$ cat src/rtl/fetch_sequencer_if.sv
// Fetch sequencer bundle: ROM address/data, decoder feedback and execute-stage controls.
// Latency: none, signal bundle only.
// Backpressure: none; pacing comes from the tick clock enable.
interface fetch_sequencer_if;
  logic        tick;
  logic [12:0] rom_addr;
  logic [11:0] rom_data;
  logic [11:0] opcode;
  logic [1:0]  cycle_length;
  logic        skip_pc_increment;
  logic        pc_load;
  logic [12:0] pc_load_value;
  logic        halt;
  logic [12:0] pc;
  logic [3:0]  cycle_count;
  logic        instr_start;
  logic        halted;

  // Sequencer side
  modport master (
    input  tick, rom_data, cycle_length, skip_pc_increment, pc_load, pc_load_value, halt,
    output rom_addr, opcode, pc, cycle_count, instr_start, halted
  );

  // ROM / decoder / execute side
  modport slave (
    output tick, rom_data, cycle_length, skip_pc_increment, pc_load, pc_load_value, halt,
    input  rom_addr, opcode, pc, cycle_count, instr_start, halted
  );
endinterface

$ cat src/rtl/fetch_sequencer.sv
// E0C6S46 instruction fetch and cycle sequencer: owns the PC, latches opcodes, counts 5/7/12 ticks.
// Latency: opcode/instr_start update on the fetch tick edge; rom_addr follows pc combinationally.
// Backpressure: none; halt holds the sequencer at the last tick until a tick arrives with halt low.
module fetch_sequencer #(
  parameter logic [12:0] RESET_PC     = 13'h0100,
  parameter logic [11:0] RESET_OPCODE = 12'hFFB
) (
  input  logic              clk,
  input  logic              reset_n,
  fetch_sequencer_if.master bus
);

  typedef enum logic [1:0] {
    ST_PRIME  = 2'd0,
    ST_EXEC   = 2'd1,
    ST_HALTED = 2'd2
  } state_t;

  state_t      state_q, state_d;
  logic [12:0] pc_q, pc_d;
  logic [11:0] opcode_q, opcode_d;
  logic [3:0]  cnt_q, cnt_d;
  logic        start_q, start_d;
  logic [1:0]  prime_q, prime_d;
  logic [3:0]  last_cnt;
  logic        fetch;

  // Index of the final tick: CYCLE5=00, CYCLE7=01, CYCLE12=10; 11 falls back to 5 ticks
  always_comb begin
    last_cnt = 4'd4;
    case (bus.cycle_length)
      2'b01:   last_cnt = 4'd6;
      2'b10:   last_cnt = 4'd11;
      default: last_cnt = 4'd4;
    endcase
  end

  // Next-state and datapath decisions, all taken on tick
  always_comb begin
    state_d  = state_q;
    pc_d     = pc_q;
    opcode_d = opcode_q;
    cnt_d    = cnt_q;
    start_d  = 1'b0;
    prime_d  = (prime_q == 2'd2) ? prime_q : prime_q + 2'd1;
    fetch    = 1'b0;

    case (state_q)
      ST_PRIME: begin
        // Ticks are ignored until the ROM has had two clocks to present RESET_PC
        if (bus.tick && prime_q == 2'd2) begin
          fetch   = 1'b1;
          state_d = ST_EXEC;
        end
      end
      ST_EXEC: begin
        if (bus.tick) begin
          // The tick at count 0 never writes the PC; a load beats the increment
          if (cnt_q != 4'd0) begin
            if (bus.pc_load) begin
              pc_d = bus.pc_load_value;
            end else if (cnt_q == 4'd1 && !bus.skip_pc_increment) begin
              // Step wraps inside the page: bank and page bits are untouched
              pc_d = {pc_q[12:8], pc_q[7:0] + 8'd1};
            end
          end
          if (cnt_q >= last_cnt) begin
            if (bus.halt) begin
              state_d = ST_HALTED;
            end else begin
              fetch = 1'b1;
            end
          end else begin
            cnt_d = cnt_q + 4'd1;
          end
        end
      end
      ST_HALTED: begin
        if (bus.tick && !bus.halt) begin
          fetch   = 1'b1;
          state_d = ST_EXEC;
        end
      end
      default: state_d = ST_PRIME;
    endcase

    if (fetch) begin
      opcode_d = bus.rom_data;
      cnt_d    = 4'd0;
      start_d  = 1'b1;
    end
  end

  // FSM state register
  always_ff @(posedge clk or negedge reset_n) begin
    if (!reset_n) begin
      state_q <= ST_PRIME;
    end else begin
      state_q <= state_d;
    end
  end

  // PC, opcode, tick counter, start pulse and prime counter registers
  always_ff @(posedge clk or negedge reset_n) begin
    if (!reset_n) begin
      pc_q     <= RESET_PC;
      opcode_q <= RESET_OPCODE;
      cnt_q    <= 4'd0;
      start_q  <= 1'b0;
      prime_q  <= 2'd0;
    end else begin
      pc_q     <= pc_d;
      opcode_q <= opcode_d;
      cnt_q    <= cnt_d;
      start_q  <= start_d;
      prime_q  <= prime_d;
    end
  end

  assign bus.rom_addr    = pc_q;
  assign bus.pc          = pc_q;
  assign bus.opcode      = opcode_q;
  assign bus.cycle_count = cnt_q;
  assign bus.instr_start = start_q;
  assign bus.halted      = (state_q == ST_HALTED);

endmodule

$ cat src/flat_wrapper.sv
// flat-port wrapper written by rule: the top's interface ports become plain ports
module fetch_sequencer_flat 
#(
  parameter logic [12:0] RESET_PC     = 13'h0100,
  parameter logic [11:0] RESET_OPCODE = 12'hFFB
)
  (clk, reset_n, bus_tick, bus_rom_data, bus_cycle_length, bus_skip_pc_increment, bus_pc_load, bus_pc_load_value, bus_halt, bus_rom_addr, bus_opcode, bus_pc, bus_cycle_count, bus_instr_start, bus_halted);
  fetch_sequencer_if bus_i ();
  input  logic clk;
  input  logic reset_n;
  input wire logic [$bits(bus_i.tick)-1:0] bus_tick;
  input wire logic [$bits(bus_i.rom_data)-1:0] bus_rom_data;
  input wire logic [$bits(bus_i.cycle_length)-1:0] bus_cycle_length;
  input wire logic [$bits(bus_i.skip_pc_increment)-1:0] bus_skip_pc_increment;
  input wire logic [$bits(bus_i.pc_load)-1:0] bus_pc_load;
  input wire logic [$bits(bus_i.pc_load_value)-1:0] bus_pc_load_value;
  input wire logic [$bits(bus_i.halt)-1:0] bus_halt;
  output wire logic [$bits(bus_i.rom_addr)-1:0] bus_rom_addr;
  output wire logic [$bits(bus_i.opcode)-1:0] bus_opcode;
  output wire logic [$bits(bus_i.pc)-1:0] bus_pc;
  output wire logic [$bits(bus_i.cycle_count)-1:0] bus_cycle_count;
  output wire logic [$bits(bus_i.instr_start)-1:0] bus_instr_start;
  output wire logic [$bits(bus_i.halted)-1:0] bus_halted;
  assign bus_i.tick = bus_tick;
  assign bus_i.rom_data = bus_rom_data;
  assign bus_i.cycle_length = bus_cycle_length;
  assign bus_i.skip_pc_increment = bus_skip_pc_increment;
  assign bus_i.pc_load = bus_pc_load;
  assign bus_i.pc_load_value = bus_pc_load_value;
  assign bus_i.halt = bus_halt;
  assign bus_rom_addr = bus_i.rom_addr;
  assign bus_opcode = bus_i.opcode;
  assign bus_pc = bus_i.pc;
  assign bus_cycle_count = bus_i.cycle_count;
  assign bus_instr_start = bus_i.instr_start;
  assign bus_halted = bus_i.halted;
  fetch_sequencer #(.RESET_PC(RESET_PC), .RESET_OPCODE(RESET_OPCODE)) u_core (.clk(clk), .reset_n(reset_n), .bus(bus_i));
endmodule
$ cat config.mk
export PLATFORM = sky130hd
export DESIGN_NAME = fetch_sequencer_flat
export DESIGN_NICKNAME = d
export VERILOG_FILES = /design/src/rtl/fetch_sequencer_if.sv /design/src/rtl/fetch_sequencer.sv /design/src/flat_wrapper.sv
export SDC_FILE = /design/constraint.sdc
export NUM_CORES = 1
export LEC_CHECK = 0
export ABC_AREA = 0
export CAP_MARGIN = 20
export CORE_AREA = 4 4 74 76
export CTS_CLUSTER_DIAMETER = 200
export DETAILED_ROUTE_END_ITERATION = 6
export DIE_AREA = 0 0 78 80
export PLACE_DENSITY = 0.85
export SYNTH_ARGS = -nofsm -noshare
export SYNTH_HDL_FRONTEND = slang
export SYNTH_SLANG_ARGS = --single-unit
$ cat constraint.sdc
create_clock -name clk -period 2.25 [get_ports clk]
set_input_delay 0.45 -clock clk [delete_from_list [all_inputs] [get_ports clk]]
set_output_delay 0.45 -clock clk [all_outputs]
set_load 0.05 [all_outputs]
==> flow_summary_export.csv <==
group,metric,value,unit
outcome,status,"finished, final reports clean",
timing,setup_ws,0.139,ns
placed_design,dp_hpwl,3630,um
setup_path,cp_data_required_time,1.80,ns
setup_path,worst_ep_arrival_time,1.66,ns
logic_synthesis,syn-num-nets,229,
pwr,ir_drop,970,uV
clock_tree,clk_latency,0.29,ns
detailed_routing,drc,0,
setup_path,cp_slowest_cell,"clkdlybuf4s50_1",
cells_and_area,num_antenna_cells,0,
logic_synthesis,ys_warn_count,0,
placed_design,io_buffer_count,76,
clock_tree,clk_pin_slew_worst_paths,0.07,ns
timing,fmax,0.474,GHz
cells_and_area,multi_input_area,897,sq um
logic_synthesis,synth_xor_area_share,0.921,%
detailed_routing,via_per_inst,5.07,
grt,grt_pass1_vias,1710,
grt,grt_start_max_net_pins,25,
setup_path,worstSetupStartpointType,"register",
logic_synthesis,synth_top_family_by_area,"simple AND/OR/NAND/NOR gates",
clock_tree,cts_made_buffers,5,
logic_synthesis,synthMuxAreaShare,8.68,%
floorplanning,start_util,40.3,%
logic_synthesis,syn_area_per_cell,10.3,sq um
setup_path,ff2ff_setup_slack,0.22,ns
floorplanning,dieArea,0.00624,sq mm
clock_tree,cts_tree,"yes",
setup_path,end_kind,"primary output",
timing,slew_viol_final,0,
job,maxCapViolations,0,
floorplanning,die_h,80,um
logic_synthesis,synth_adder_area_share,7.24,%
detailed_routing,drt_iter0_markers,68,
placed_design,gp_congestion,0.829,
cells_and_area,design_area,0.00290,sq mm
floorplanning,core-area,0.00472,sq mm
floorplanning,fp.dieW,78,um
pwr,p_leak,1.21,nW
setup_path,crit_path_max_fanout,10,
pwr,power,5.14,mW
grt,grt_pass1_wl,7870,um
logic_synthesis,syn_area,0.00190,sq mm
grt,grt_usage,15.8,%
cells_and_area,nFillCells,415,
timing,skew,0.00694,ns
detailed_routing,drt_pre_antenna_iters,4,
setup_path,path_delay_family,"buffers and inverters",
logic_synthesis,synth_cell_types,44,
timing,slew-limit-headroom,65.6,%
min_path,hold_class,"primary input to asynchronous set/reset pin",
logic_synthesis,yosysSeqAreaShare,45.5,%
setup_path,crit_buf_inv,1,
clock_tree,cts_root_buffer,"clkbuf_8",
logic_synthesis,synth_compound_area_share,11.4,%
grt,antenna_found_initial,0,
clock_tree,cts_buffer_depth,2,
floorplanning,ioPinCount,77,
detailed_routing,postRouteWirelength,4770,um
setup_path,path_class,"register to primary output",
timing,holdWs,0.471,ns
placed_design,place_ws,-0.454,ns
timing,period_needed,2.11,ns
timing,finalHoldViolations,0,
logic_synthesis,synth-seq-cells,34,
grt,grt.overflow.total,0,
clock_tree,cts.sinks,34,
placed_design,place_area,0.00275,sq mm
cells_and_area,layout_common_cells,"clkdlybuf4s50_1 (73), nand2_1 (21), dfrtp_1 (21)",
setup_path,cpPeakStageDelay,0.86,ns
cells_and_area,seq_area,867,sq um
clock_tree,cts.htree.levels,2,
cells_and_area,syn_to_final_growth,52.7,%
cells_and_area,layout_commonest_cell,"clkdlybuf4s50_1",
cells_and_area,drive_above_1_share,19.5,%
timing,period_share,93.8,%
logic_synthesis,syn_inst,185,
timing,finalSetupViolations,0,
floorplanning,rows,25,
timing,rsz0062_at_grt,"false",
pwr,pwr_density_cell,1770,mW/mm^2
detailed_routing,vias,1693,
detailed_routing,wl_per_cell,14.3,um
timing,tightest_slew,0.514,ns
logic_synthesis,synth-simple-area-share,18.4,%
cells_and_area,final_nets,310,
setup_path,cp_cell_sequence,"clkdlybuf4s50_1",
detailed_routing,ant_nets,0,
clock_tree,cts_hold_buffers,0,
-- kinds of logic after synthesis --
logic type	count (synthesis)
xor gates and xnor gates	2
DFF	34
and+or+nand+nor	66
adders and majority gates	11
muxes	15
buffers and inverters	25
AOI/OAI and AO/OA	32
-- power breakdown --
part / switching [mW] / internal, mW
clock: 0.236 / 0.444
combinational: 1.99 / 1.18
sequential: 0.312 / 0.970
total: 2.54 / 2.60
-- synth_stat cells, drive strengths merged --
| cell | instances | share of area (%) |
|---|---|---|
| a211oi | 3 | 1.2 |
| a21o | 2 | 0.79 |
| a21oi | 3 | 0.79 |
| a22o | 1 | 0.46 |
| a22oi | 3 | 1.2 |
| a311o | 1 | 0.53 |
| a31oi | 1 | 0.33 |
| a41oi | 1 | 0.46 |
| and3 | 1 | 0.33 |
| and3b | 1 | 0.46 |
| and4 | 1 | 0.46 |
| buf | 17 | 6.3 |
| dfrtp | 22 | 29 |
| dfstp | 12 | 17 |
| ha | 11 | 7.2 |
| inv | 8 | 1.6 |
| mux2 | 12 | 7.1 |
| mux2i | 3 | 1.6 |
| nand2 | 21 | 4.1 |
| nand2b | 2 | 0.66 |
| nand3 | 8 | 2.1 |
| nand3b | 1 | 0.39 |
| nand4 | 2 | 0.66 |
| nor2 | 11 | 2.2 |
| nor2b | 1 | 0.33 |
| nor3 | 9 | 3.2 |
| nor3b | 2 | 1.1 |
| nor4 | 1 | 0.33 |
| nor4b | 1 | 0.46 |
| o211ai | 2 | 0.79 |
| o21ai | 10 | 2.8 |
| o22ai | 3 | 0.99 |
| o32ai | 1 | 0.46 |
| o41a | 1 | 0.59 |
| or3 | 2 | 0.66 |
| or3b | 1 | 0.46 |
| or4b | 1 | 0.53 |
| xnor2 | 2 | 0.92 |
-- path summary, 6_finish.rpt --
kind / startpoint / endpoint / cells after the start
setup reg to reg: u_core.bus.cycle_count[0] / u_core.bus.pc[6] / 7
setup / recovery: u_core.bus.cycle_count[3] / bus_cycle_count[3] / 1
min in group clk: u_core.bus.pc[8] / u_core.bus.pc[8] / 2
hold / removal: reset_n / u_core.bus.pc[1] / 2
hold reg to reg: u_core.bus.pc[8] / u_core.bus.pc[8] / 2
max in group asynchronous: reset_n / u_core.bus.opcode[4] / 2
-- state kept, by name (all words and copies together), names as in the netlist --
name	count
u_core.bus.opcode	12
u_core.prime_q	2
u_core.bus.instr_start	1
u_core.bus.pc	13
u_core.bus.cycle_count	4
u_core.state_q	2
-- metal layers --
layer	track usage (%)	wire, um	vias to the layer above
met5	0	0	-
met4	5.42	76	0
met3	6.09	409	6
li1	-	-	813
met2	27.7	2390	78
met1	17.5	1900	796
-- area by class of cell --
cell class              instances  share of cell area (%)
flip-flops and latches         34                    29.9
repair buffers                 91                    30.6
inverters                       8                    1.03
multi-input cells             126                    30.9
clock buffers                   5                    2.37
clock inverters                 3                    2.37
well taps                      67                    2.89
-- repair_timing --
action                                  4_1_cts  5_1_grt
gates resized for setup                       6        0
setup buffers                                 0        0
endpoints found under the setup margin       12        0
-- metrics by stage --
stage	TNS [ns]	instances	util, %
2_1_floorplan	0	185	-
3_3_place_gp	-5.16	326	58.3
3_5_place_dp	-6.01	326	58.3
4_1_cts	0	334	61.5
5_1_grt	0	334	61.5
6_report	0	334	61.5
(Power assumes the default switching activity.)
